[config.mk]
export PLATFORM = sky130hd
export DESIGN_NAME = fp12_add_arbiter
export DESIGN_NICKNAME = d
export VERILOG_FILES = /design/src/rtl/fp12_pkg.sv /design/src/rtl/fp12_add_core.sv /design/src/rtl/fp12_add_arbiter.sv
export SDC_FILE = /design/constraint.sdc
export NUM_CORES = 1
export LEC_CHECK = 0
export BUFFER_PORTS_ARGS = -buffer_cell sky130_fd_sc_hd__buf_2
export CAP_MARGIN = 5
export CORE_AREA = 2 2 77 79
export CTS_CLUSTER_DIAMETER = 100
export CTS_CLUSTER_SIZE = 25
export DETAILED_ROUTE_END_ITERATION = 10
export DIE_AREA = 0 0 79 81
export GPL_TIMING_DRIVEN = 0
export PLACE_DENSITY = 0.84
export RECOVER_POWER = 50
export SYNTH_ARGS = -nofsm -noshare
export SYNTH_HDL_FRONTEND = slang
export SYNTH_SLANG_ARGS = --single-unit
[constraint.sdc]
create_clock -name clk -period 8.8 [get_ports clk]
set_input_delay 1.32 -clock clk [delete_from_list [all_inputs] [get_ports clk]]
set_output_delay 1.32 -clock clk [all_outputs]
set_load 0.01 [all_outputs]
[src/rtl/fp12_pkg.sv]
// Shared definitions for the 12-bit floating-point add path:
// field positions, special encodings and the sequencer state type.
package fp12_pkg;

    localparam int EW       = 4;
    localparam int MW       = 7;
    localparam int EXP_MSB  = 10;
    localparam int EXP_LSB  = 7;
    localparam int FRAC_MSB = 6;

    localparam logic [11:0]   FP12_ZERO = 12'h000;
    localparam logic [11:0]   FP12_SAT  = 12'h7FF;
    localparam logic [EW-1:0] EXP_MAX   = 4'hF;
    localparam logic [EW-1:0] EXP_ONE   = 4'h1;

    typedef enum logic [1:0] {
        IDLE,
        ORDER,
        EXEC,
        RESP
    } state_t;

endpackage

[src/rtl/fp12_add_core.sv]
// Combinational magnitude adder for the 12-bit float format.
// The caller guarantees exp(x) >= exp(y). The smaller operand is aligned by
// right shift and the result is truncated. carry reports a mantissa carry-out,
// which bumps the exponent; the caller decides whether that overflowed.
module fp12_add_core
    import fp12_pkg::*;
(
    input  logic [10:0] x,
    input  logic [10:0] y,
    output logic [10:0] sum,
    output logic        carry
);

    logic [EW-1:0] ex;
    logic [EW-1:0] ey;
    logic [EW-1:0] ex_inc;
    logic [EW-1:0] shamt;
    logic [MW:0]   mx;
    logic [MW:0]   my;
    logic [MW+1:0] total;

    assign ex     = x[EXP_MSB:EXP_LSB];
    assign ey     = y[EXP_MSB:EXP_LSB];
    assign ex_inc = ex + EXP_ONE;
    assign shamt  = ex - ey;

    // Align y to x, add the mantissas with hidden ones, renormalise on carry.
    always_comb begin
        mx    = {1'b1, x[FRAC_MSB:0]};
        my    = {1'b1, y[FRAC_MSB:0]} >> shamt;
        total = {1'b0, mx} + {1'b0, my};
        carry = total[MW+1];
        if (carry) begin
            sum = {ex_inc, total[MW:1]};
        end else begin
            sum = {ex, total[MW-1:0]};
        end
    end

endmodule

[src/rtl/fp12_add_arbiter.sv]
// Two-port round-robin front end for the shared fp12 adder.
// Accepts one operand pair at a time, orders it so the larger magnitude
// feeds the core's x input, handles zero operands and exponent overflow,
// and holds the registered result until the consumer takes it.
// Optional build macro FP12_ARB_STATS_EN adds per-port completion and
// overflow counters.
module fp12_add_arbiter
    import fp12_pkg::*;
(
    input  logic        clk,
    input  logic        rst,
    input  logic [1:0]  in_valid,
    output logic [1:0]  in_ready,
    input  logic [11:0] in_a0,
    input  logic [11:0] in_b0,
    input  logic [11:0] in_a1,
    input  logic [11:0] in_b1,
    output logic        out_valid,
    input  logic        out_ready,
    output logic [11:0] out_data,
    output logic        out_id,
    output logic        out_ovf
`ifdef FP12_ARB_STATS_EN
    ,
    output logic [7:0]  cnt_done0,
    output logic [7:0]  cnt_done1,
    output logic [7:0]  cnt_ovf
`endif
);

    state_t      state_q;
    state_t      state_d;
    logic        last_grant;
    logic        win_id;
    logic        accept;
    logic        id_q;
    logic [10:0] x_q;
    logic [10:0] y_q;
    logic [10:0] sel_a;
    logic [10:0] sel_b;
    logic [10:0] core_sum;
    logic        core_carry;
    logic [11:0] res_data;
    logic        res_ovf;
    logic        unused_sign_bits;

    // Input sign bits carry no meaning for this unsigned-magnitude path.
    assign unused_sign_bits = ^{in_a0[11], in_b0[11], in_a1[11], in_b1[11]};

    fp12_add_core u_core (
        .x     (x_q),
        .y     (y_q),
        .sum   (core_sum),
        .carry (core_carry)
    );

    // Round robin: with both ports asking, favour the one not served last.
    always_comb begin
        if (in_valid == 2'b11) begin
            win_id = ~last_grant;
        end else begin
            win_id = in_valid[1];
        end
    end

    assign sel_a  = win_id ? in_a1[10:0] : in_a0[10:0];
    assign sel_b  = win_id ? in_b1[10:0] : in_b0[10:0];
    assign accept = (state_q == IDLE) && (|in_valid);

    // Result selection: zero operands bypass the core, exp-15 carry saturates.
    always_comb begin
        res_data = FP12_ZERO;
        res_ovf  = 1'b0;
        if (x_q == '0) begin
            res_data = FP12_ZERO;
        end else if (y_q == '0) begin
            res_data = {1'b0, x_q};
        end else if (core_carry && (x_q[EXP_MSB:EXP_LSB] == EXP_MAX)) begin
            res_data = FP12_SAT;
            res_ovf  = 1'b1;
        end else begin
            res_data = {1'b0, core_sum};
        end
    end

    // State register.
    always_ff @(posedge clk) begin
        if (rst) begin
            state_q <= IDLE;
        end else begin
            state_q <= state_d;
        end
    end

    // Next state plus the handshake outputs, which depend only on state and inputs.
    always_comb begin
        state_d   = state_q;
        in_ready  = 2'b00;
        out_valid = 1'b0;
        case (state_q)
            IDLE: begin
                if (|in_valid) begin
                    in_ready = win_id ? 2'b10 : 2'b01;
                    state_d  = ORDER;
                end
            end
            ORDER: state_d = EXEC;
            EXEC:  state_d = RESP;
            RESP: begin
                out_valid = 1'b1;
                if (out_ready) begin
                    state_d = IDLE;
                end
            end
            default: state_d = IDLE;
        endcase
    end

    // Operand capture, magnitude ordering and result registration.
    always_ff @(posedge clk) begin
        if (rst) begin
            last_grant <= 1'b1;
            id_q       <= 1'b0;
            x_q        <= '0;
            y_q        <= '0;
            out_data   <= FP12_ZERO;
            out_id     <= 1'b0;
            out_ovf    <= 1'b0;
        end else begin
            case (state_q)
                IDLE: begin
                    if (accept) begin
                        x_q        <= sel_a;
                        y_q        <= sel_b;
                        id_q       <= win_id;
                        last_grant <= win_id;
                    end
                end
                ORDER: begin
                    if (y_q > x_q) begin
                        x_q <= y_q;
                        y_q <= x_q;
                    end
                end
                EXEC: begin
                    out_data <= res_data;
                    out_ovf  <= res_ovf;
                    out_id   <= id_q;
                end
                default: ;
            endcase
        end
    end

`ifdef FP12_ARB_STATS_EN
    // Completion and overflow tallies, advanced once per delivered result.
    always_ff @(posedge clk) begin
        if (rst) begin
            cnt_done0 <= 8'd0;
            cnt_done1 <= 8'd0;
            cnt_ovf   <= 8'd0;
        end else if (out_valid && out_ready) begin
            if (out_id) begin
                cnt_done1 <= cnt_done1 + 8'd1;
            end else begin
                cnt_done0 <= cnt_done0 + 8'd1;
            end
            if (out_ovf) begin
                cnt_ovf <= cnt_ovf + 8'd1;
            end
        end
    end
`endif

endmodule
==> impl_metrics.py, run 1 <==
metrics = {
    "sta": {
        "fin_crit_sh_pct": 51.9,
        "setup_viol": 0,
        "fmax_ghz": 0.219,
        "hold_viol_final": 0,
        "drv_slew": 0,
        "worst_pin_slew_ns": 1.12,
        "setup_tns_ns": 0,
        "finalCriticalPeriod_ns": 4.56,
        "max_slew_margin_pct": 24.3,
        "grt_setup_unrepaired": "no",
        "fin_skew_ns": 0.0163,
    },
    "power": {
        "p_per_area_nw_per_um2": 480,
        "peakVddDrop_mv": 0.227,
        "p_leak_nw": 1.50,
    },
    "job": {
        "maxCapViolations": 0,
    },
    "layout": {
        "final_area_um2": 3720,
        "drive_gt1_share_pct": 13.8,
        "final_common_cell": "o21ai_0",
        "syn2layout_area_growth_pct": 15.9,
        "layout_common_cells": "o21ai_0, buf_2, a21oi_1, dfxtp_1, clkbuf_1",
        "utilization_pct": 65.5,
        "antenna_cells": 0,
        "nNetsFinal": 572,
    },
    "cts": {
        "clk-insertion-delay-late_ns": 0.31,
        "cts_inserted_buffers": 5,
        "clockBufferDepth": 2,
        "holdBufCountCts": 0,
        "cts_tree": "done",
        "clock_sinks": 39,
        "cts_root_buffer": "clkbuf_8",
        "clk_pin_slew_ns": 0.09,
        "htree_levels": 2,
        "post_cts_buffers": 0,
        "post_cts_resize_count": 0,
    },
    "placed_design": {
        "dp_hpwl_mm": 6.88,
        "io_buffer_count": 64,
        "place_area_um2": 3620,
        "gp_congestion": 0.940,
    },
    "drt": {
        "drtIter0Drc": 314,
        "firstDrtPassIters": 6,
        "via_per_inst": 6.18,
        "wl_per_cell_um": 16.3,
        "antenna_left": 0,
        "routed-via-count": 3502,
        "drt_wl_total_mm": 9.22,
        "drc": 0,
    },
    "setup_path": {
        "cp_slowest_stage_delay_ns": 0.89,
        "crit_required_ns": 7.48,
        "startpoint_type": "input pin",
        "path_class": "in -> out",
        "endpoint_kind": "output pin",
        "arrival_ns": 3.24,
        "cp.buffers_inverters": 3,
        "critical_path.cell_chain": "clkbuf_1 > a21boi_0 > clkbuf_1 > and2_1 > buf_2",
        "cp_top_family": "compound AO/OA/AOI/OAI gates",
        "crit_path_top_delay_cell": "a21boi_0",
        "cpMostUsedCell": "clkbuf_1",
        "crit_fanout": 10,
    },
    "grt": {
        "grt_antenna_before_repair": 0,
        "top_usage_layer": "met2",
        "grt_use_met1_pct": 36.2,
        "grt.met3_usage_pct": 5.22,
        "grt-ovfl-total": 0,
        "grt_start_max_net_pins": 13,
        "grt_pass1_vias": 3241,
        "grt_use_met2_pct": 51.9,
        "grt_pass1_wl_mm": 15.0,
        "grt.total_usage_pct": 29.8,
    },
    "synthesis": {
        "synth-seq-cells": 39,
        "yosysTopAreaCellShare_pct": 24.3,
        "syn_area_um2": 3210,
        "synthCells": 420,
        "synth_nets": 501,
        "ys_warn_count": 0,
        "synth_top_area_cell": "dfxtp_1",
        "avgSynthCellArea_um2": 7.64,
        "ys_types": 55,
        "yosysSeqAreaShare_pct": 24.3,
        "yosys-top-cells-area": "dfxtp_1, ha_1, mux2i_1, o21ai_0, a21oi_1",
    },
    "floorplanning": {
        "fp.dieW_um": 79,
        "die_area_um2": 6400,
        "die_h_um": 81,
        "row_count": 28,
        "coreArea_um2": 5680,
        "io_pins": 70,
        "start_util_pct": 56.6,
    },
    "worst_hold_path": {
        "min_path_type": "reg -> reg",
    },
    "status": {
        "status": "complete, no violations",
    },
}
-- Yosys cell counts, drive strengths merged --
library cell	n
o32ai	4
buf	8
xnor2	5
ha	26
a2bb2oi	1
o21ai	54
o31ai	2
a21oi	42
mux2	1
and3	3
a21boi	2
nand3b	2
nand2	35
or3	1
o21bai	3
nor4	6
a32oi	1
a41oi	1
nand3	29
o22ai	2
and2	5
mux4	1
fa	2
or4	1
a211oi	8
mux2i	30
a22oi	6
a22o	1
nor2	26
o21a	3
nand2b	4
nor3	8
clkbuf	18
o211ai	2
inv	17
a211o	2
a221o	1
a31oi	2
dfxtp	39
conb	1
nor3b	1
nor2b	4
nand4	3
a21o	6
o221ai	1
-- per-stage QoR --
step	worst slack (ns)	power, mW	instances	hold slack [ns]
after floorplan	4.98	1.29	420	0.457
after global placement	4.55	1.55	559	0.462
after detailed placement	4.39	1.60	559	0.467
after CTS	4.37	1.76	567	0.485
after global routing	3.98	1.95	567	0.514
final	4.24	1.79	567	0.486
-- kinds of logic after synthesis --
kind of cell | share of synthesized area (%)
other cells | 0.117
flops | 24.3
buf+inv | 5.30
simple gates | 19.2
compound gates | 27.3
mux | 10.4
xor+xnor | 1.95
fa+ha+maj | 11.4
-- state kept, by name, summed over array words and instances, names as in the netlist --
name	cells
last_grant	1
out_id	1
x_q	11
state_q	2
y_q	11
id_q	1
out_ovf	1
out_data	11
-- per-layer routing --
metal  part of all wire, %  wire length, um  up-vias
met1                    39             3600     1573
met4                   5.1              472        0
met2                    48             4380      189
met3                   8.3              765       59
met5                     0                0        -
li1                      -                -     1681
-- final timing paths --
check | startpoint | to | slack (ns) | cells after the start
max reg2reg | x_q[7] | out_data[4] | 4.34 | 16
min reg2reg | out_data[7] | out_data[7] | 0.49 | 2
min | out_data[7] | out_data[7] | 0.49 | 2
max | in_valid[1] | in_ready[1] | 4.24 | 5
-- power breakdown --
| group | leakage [nW] | internal (mW) | switching [mW] |
|---|---|---|---|
| Sequential | 0.319 | 0.238 | 0.111 |
| Clock | 0.0612 | 0.0919 | 0.0690 |
| Combinational | 1.12 | 0.503 | 0.774 |
| Total | 1.50 | 0.833 | 0.954 |
-- cell type report --
type | instances | area (um^2)
fill | 538 | 1960
clock inverter | 2 | 35.0
sequential | 39 | 781
multi-input combinational | 338 | 2260
inverter | 17 | 63.8
timing repair buffer | 64 | 300
buffer | 26 | 104
clock buffer | 6 | 82.6
tap | 75 | 93.8
-- worst reg2reg max path, stage by stage, from the launching register on --
cell	delay (ns)
dfxtp_1	0.53
inv_1	0.12
ha_1	0.23
fa_1	0.48
buf_1	0.25
clkbuf_1	0.34
a21oi_1	0.15
mux2i_1	0.16
nor2_1	0.06
ha_1	0.24
fa_1	0.43
a211o_1	0.31
o211ai_1	0.10
a211o_1	0.33
and2_1	0.28
nor3_1	0.11
o32ai_2	0.26
Power figures use the tool's default switching activity.
==> run 2, diff against run 1 <==
--- a/config.mk
+++ b/config.mk
@@ -7,13 +7,13 @@
 export LEC_CHECK = 0
 export BUFFER_PORTS_ARGS = -buffer_cell sky130_fd_sc_hd__buf_2
 export CAP_MARGIN = 5
-export CORE_AREA = 2 2 77 79
+export CORE_AREA = 2 2 84 86
 export CTS_CLUSTER_DIAMETER = 100
 export CTS_CLUSTER_SIZE = 25
 export DETAILED_ROUTE_END_ITERATION = 10
-export DIE_AREA = 0 0 79 81
+export DIE_AREA = 0 0 86 88
 export GPL_TIMING_DRIVEN = 0
-export PLACE_DENSITY = 0.84
+export PLACE_DENSITY = 0.75
 export RECOVER_POWER = 50
 export SYNTH_ARGS = -nofsm -noshare
 export SYNTH_HDL_FRONTEND = slang
==> constraint.sdc (replaced) <==
create_clock -name clk -period 4.03 [get_ports clk]
set_input_delay 0.6045 -clock clk [delete_from_list [all_inputs] [get_ports clk]]
set_output_delay 0.6045 -clock clk [all_outputs]
set_load 0.01 [all_outputs]
==> impl_metrics.py, run 2 (same netlist as run 1, synthesis figures left out) <==
metrics = {
    "status": {
        "status": "complete, no violations",
    },
    "setup_path": {
        "startpoint_type": "flip-flop",
        "crit_path_top_delay_cell": "fa_2",
        "crit_fanout": 10,
        "arrival_ns": 4.11,
        "path_class": "reg -> reg",
        "critical_path.cell_chain": "inv_1 > ha_1 > fa_2 > clkbuf_4 > a21oi_1 > mux2i_1 > nor2_1 > ha_1 > fa_1 > a211o_1 > o211ai_1 > a211o_2 > and2_2 > nor3_1 > o32ai_2",
        "endpoint_kind": "flip-flop",
        "cp_slowest_stage_delay_ns": 0.61,
        "crit_required_ns": 4.26,
        "cpMostUsedCell": "ha_1",
    },
    "layout": {
        "top_regs": "out_data x11, x_q x11, y_q x11",
        "nNetsFinal": 571,
        "drive_gt1_share_pct": 16.1,
        "multi_input_area_um2": 2280,
        "fillers": 630,
        "seqCellArea_um2": 786,
        "syn2layout_area_growth_pct": 17.0,
        "antenna_cells": 0,
        "layout_common_cells": "o21ai_0, buf_2, a21oi_1, dfxtp_1, nand2_1",
        "utilization_pct": 56.5,
    },
    "grt": {
        "grt_antenna_before_repair": 0,
        "grt_pass1_wl_mm": 15.1,
        "grt_start_max_net_pins": 14,
        "grt.total_usage_pct": 25.0,
        "grt-ovfl-total": 0,
        "grt_pass1_vias": 3217,
    },
    "power": {
        "p_per_area_nw_per_um2": 1050,
        "peakVddDrop_mv": 0.363,
        "p_leak_nw": 1.51,
    },
    "drt": {
        "antenna_left": 0,
        "via_per_inst": 6.07,
        "drtIter0Drc": 276,
        "drt_wl_total_mm": 9.49,
        "firstDrtPassIters": 5,
        "wl_per_cell_um": 16.6,
        "drc": 0,
        "routed-via-count": 3464,
    },
    "sta": {
        "hold_viol_final": 0,
        "setup_ws_ns": 0.149,
        "fin_skew_ns": 0.00982,
        "setup_tns_ns": 0,
        "drv_slew": 0,
        "fmax_ghz": 0.258,
        "finalCriticalPeriod_ns": 3.88,
        "fin_crit_sh_pct": 96.3,
        "worst_pin_slew_ns": 1.13,
        "setup_viol": 0,
        "max_slew_margin_pct": 23.9,
    },
    "cts": {
        "clock_sinks": 39,
        "cts_tree": "done",
        "clk_pin_slew_ns": 0.09,
        "htree_levels": 2,
        "clk-insertion-delay-late_ns": 0.31,
        "clockBufferDepth": 2,
        "cts_root_buffer": "clkbuf_8",
        "cts_inserted_buffers": 5,
    },
    "floorplanning": {
        "die_h_um": 88,
        "die_area_um2": 7570,
        "start_util_pct": 48.3,
        "fp.dieW_um": 86,
        "coreArea_um2": 6640,
        "io_pins": 70,
        "row_count": 30,
    },
    "worst_hold_path": {
        "min_path_type": "reg -> reg",
    },
    "placed_design": {
        "dp_hpwl_mm": 6.93,
        "io_buffer_count": 64,
        "dp_slack_ns": -0.375,
        "gp_congestion": 0.977,
    },
    "job": {
        "maxCapViolations": 0,
    },
}
## run 2: routing by layer
layer | wire length, um | vias to the layer above | GRT usage (%)
met5 | 0 | - | 0
met4 | 364 | 0 | 12.0
met3 | 736 | 38 | 3.86
met2 | 4410 | 187 | 41.6
met1 | 3980 | 1563 | 31.7
li1 | - | 1676 | -
## run 2: critical path, delay by kind of cell, from the launching register on
family,cells,cell delay [ns]
DFF,1,0.40
adders and majority gates,4,1.50
AOI/OAI and AO/OA,5,1.10
buffers and inverters,2,0.28
and+or+nand+nor,3,0.37
muxes,1,0.14
## run 2: area by class of cell
type                    instances  area share [%]
clock buffers                   6            2.20
clock inverters                 2            1.03
flip-flops and latches         39            20.9
well taps                      80            2.67
multi-input cells             339            60.7
inverters                      17            1.70
plain buffers                  24            2.73
repair buffers                 64            8.03
## run 2: power breakdown
| group | leakage [nW] | switching (mW) | internal, mW | total, mW |
|---|---|---|---|---|
| clock network | 0.0618 | 0.158 | 0.204 | 0.362 |
| logic | 1.13 | 1.71 | 1.12 | 2.83 |
| registers | 0.320 | 0.240 | 0.523 | 0.763 |
## run 2: worst paths after layout
kind                             startpoint     endpoint  slack (ns)  cells after the start
worst max-delay path                 x_q[7]  out_data[4]        0.15                     15
worst min-delay path            out_data[7]  out_data[7]        0.47                      2
worst max register to register       x_q[7]  out_data[4]        0.15                     15
worst min register to register  out_data[7]  out_data[7]        0.47                      2
## run 2: per-stage QoR
stage / hold WS, ns / area (um^2) / instances / power, mW
2_1_floorplan: 0.457 / 3210 / 420 / 2.82
3_3_place_gp: 0.461 / 3630 / 564 / 3.40
3_5_place_dp: 0.467 / 3630 / 564 / 3.47
4_1_cts: 0.481 / 3750 / 570 / 3.84
5_1_grt: 0.515 / 3750 / 571 / 4.29
6_report: 0.473 / 3750 / 571 / 3.96
## run 2: timing repair
action / CTS / global route
cloned: 0 / 1
resized for setup: 4 / 7
setup endpoints to repair: 12 / 12
pin swaps: 0 / 1
buffers inserted: 0 / 0
hold buffers: 0 / 0
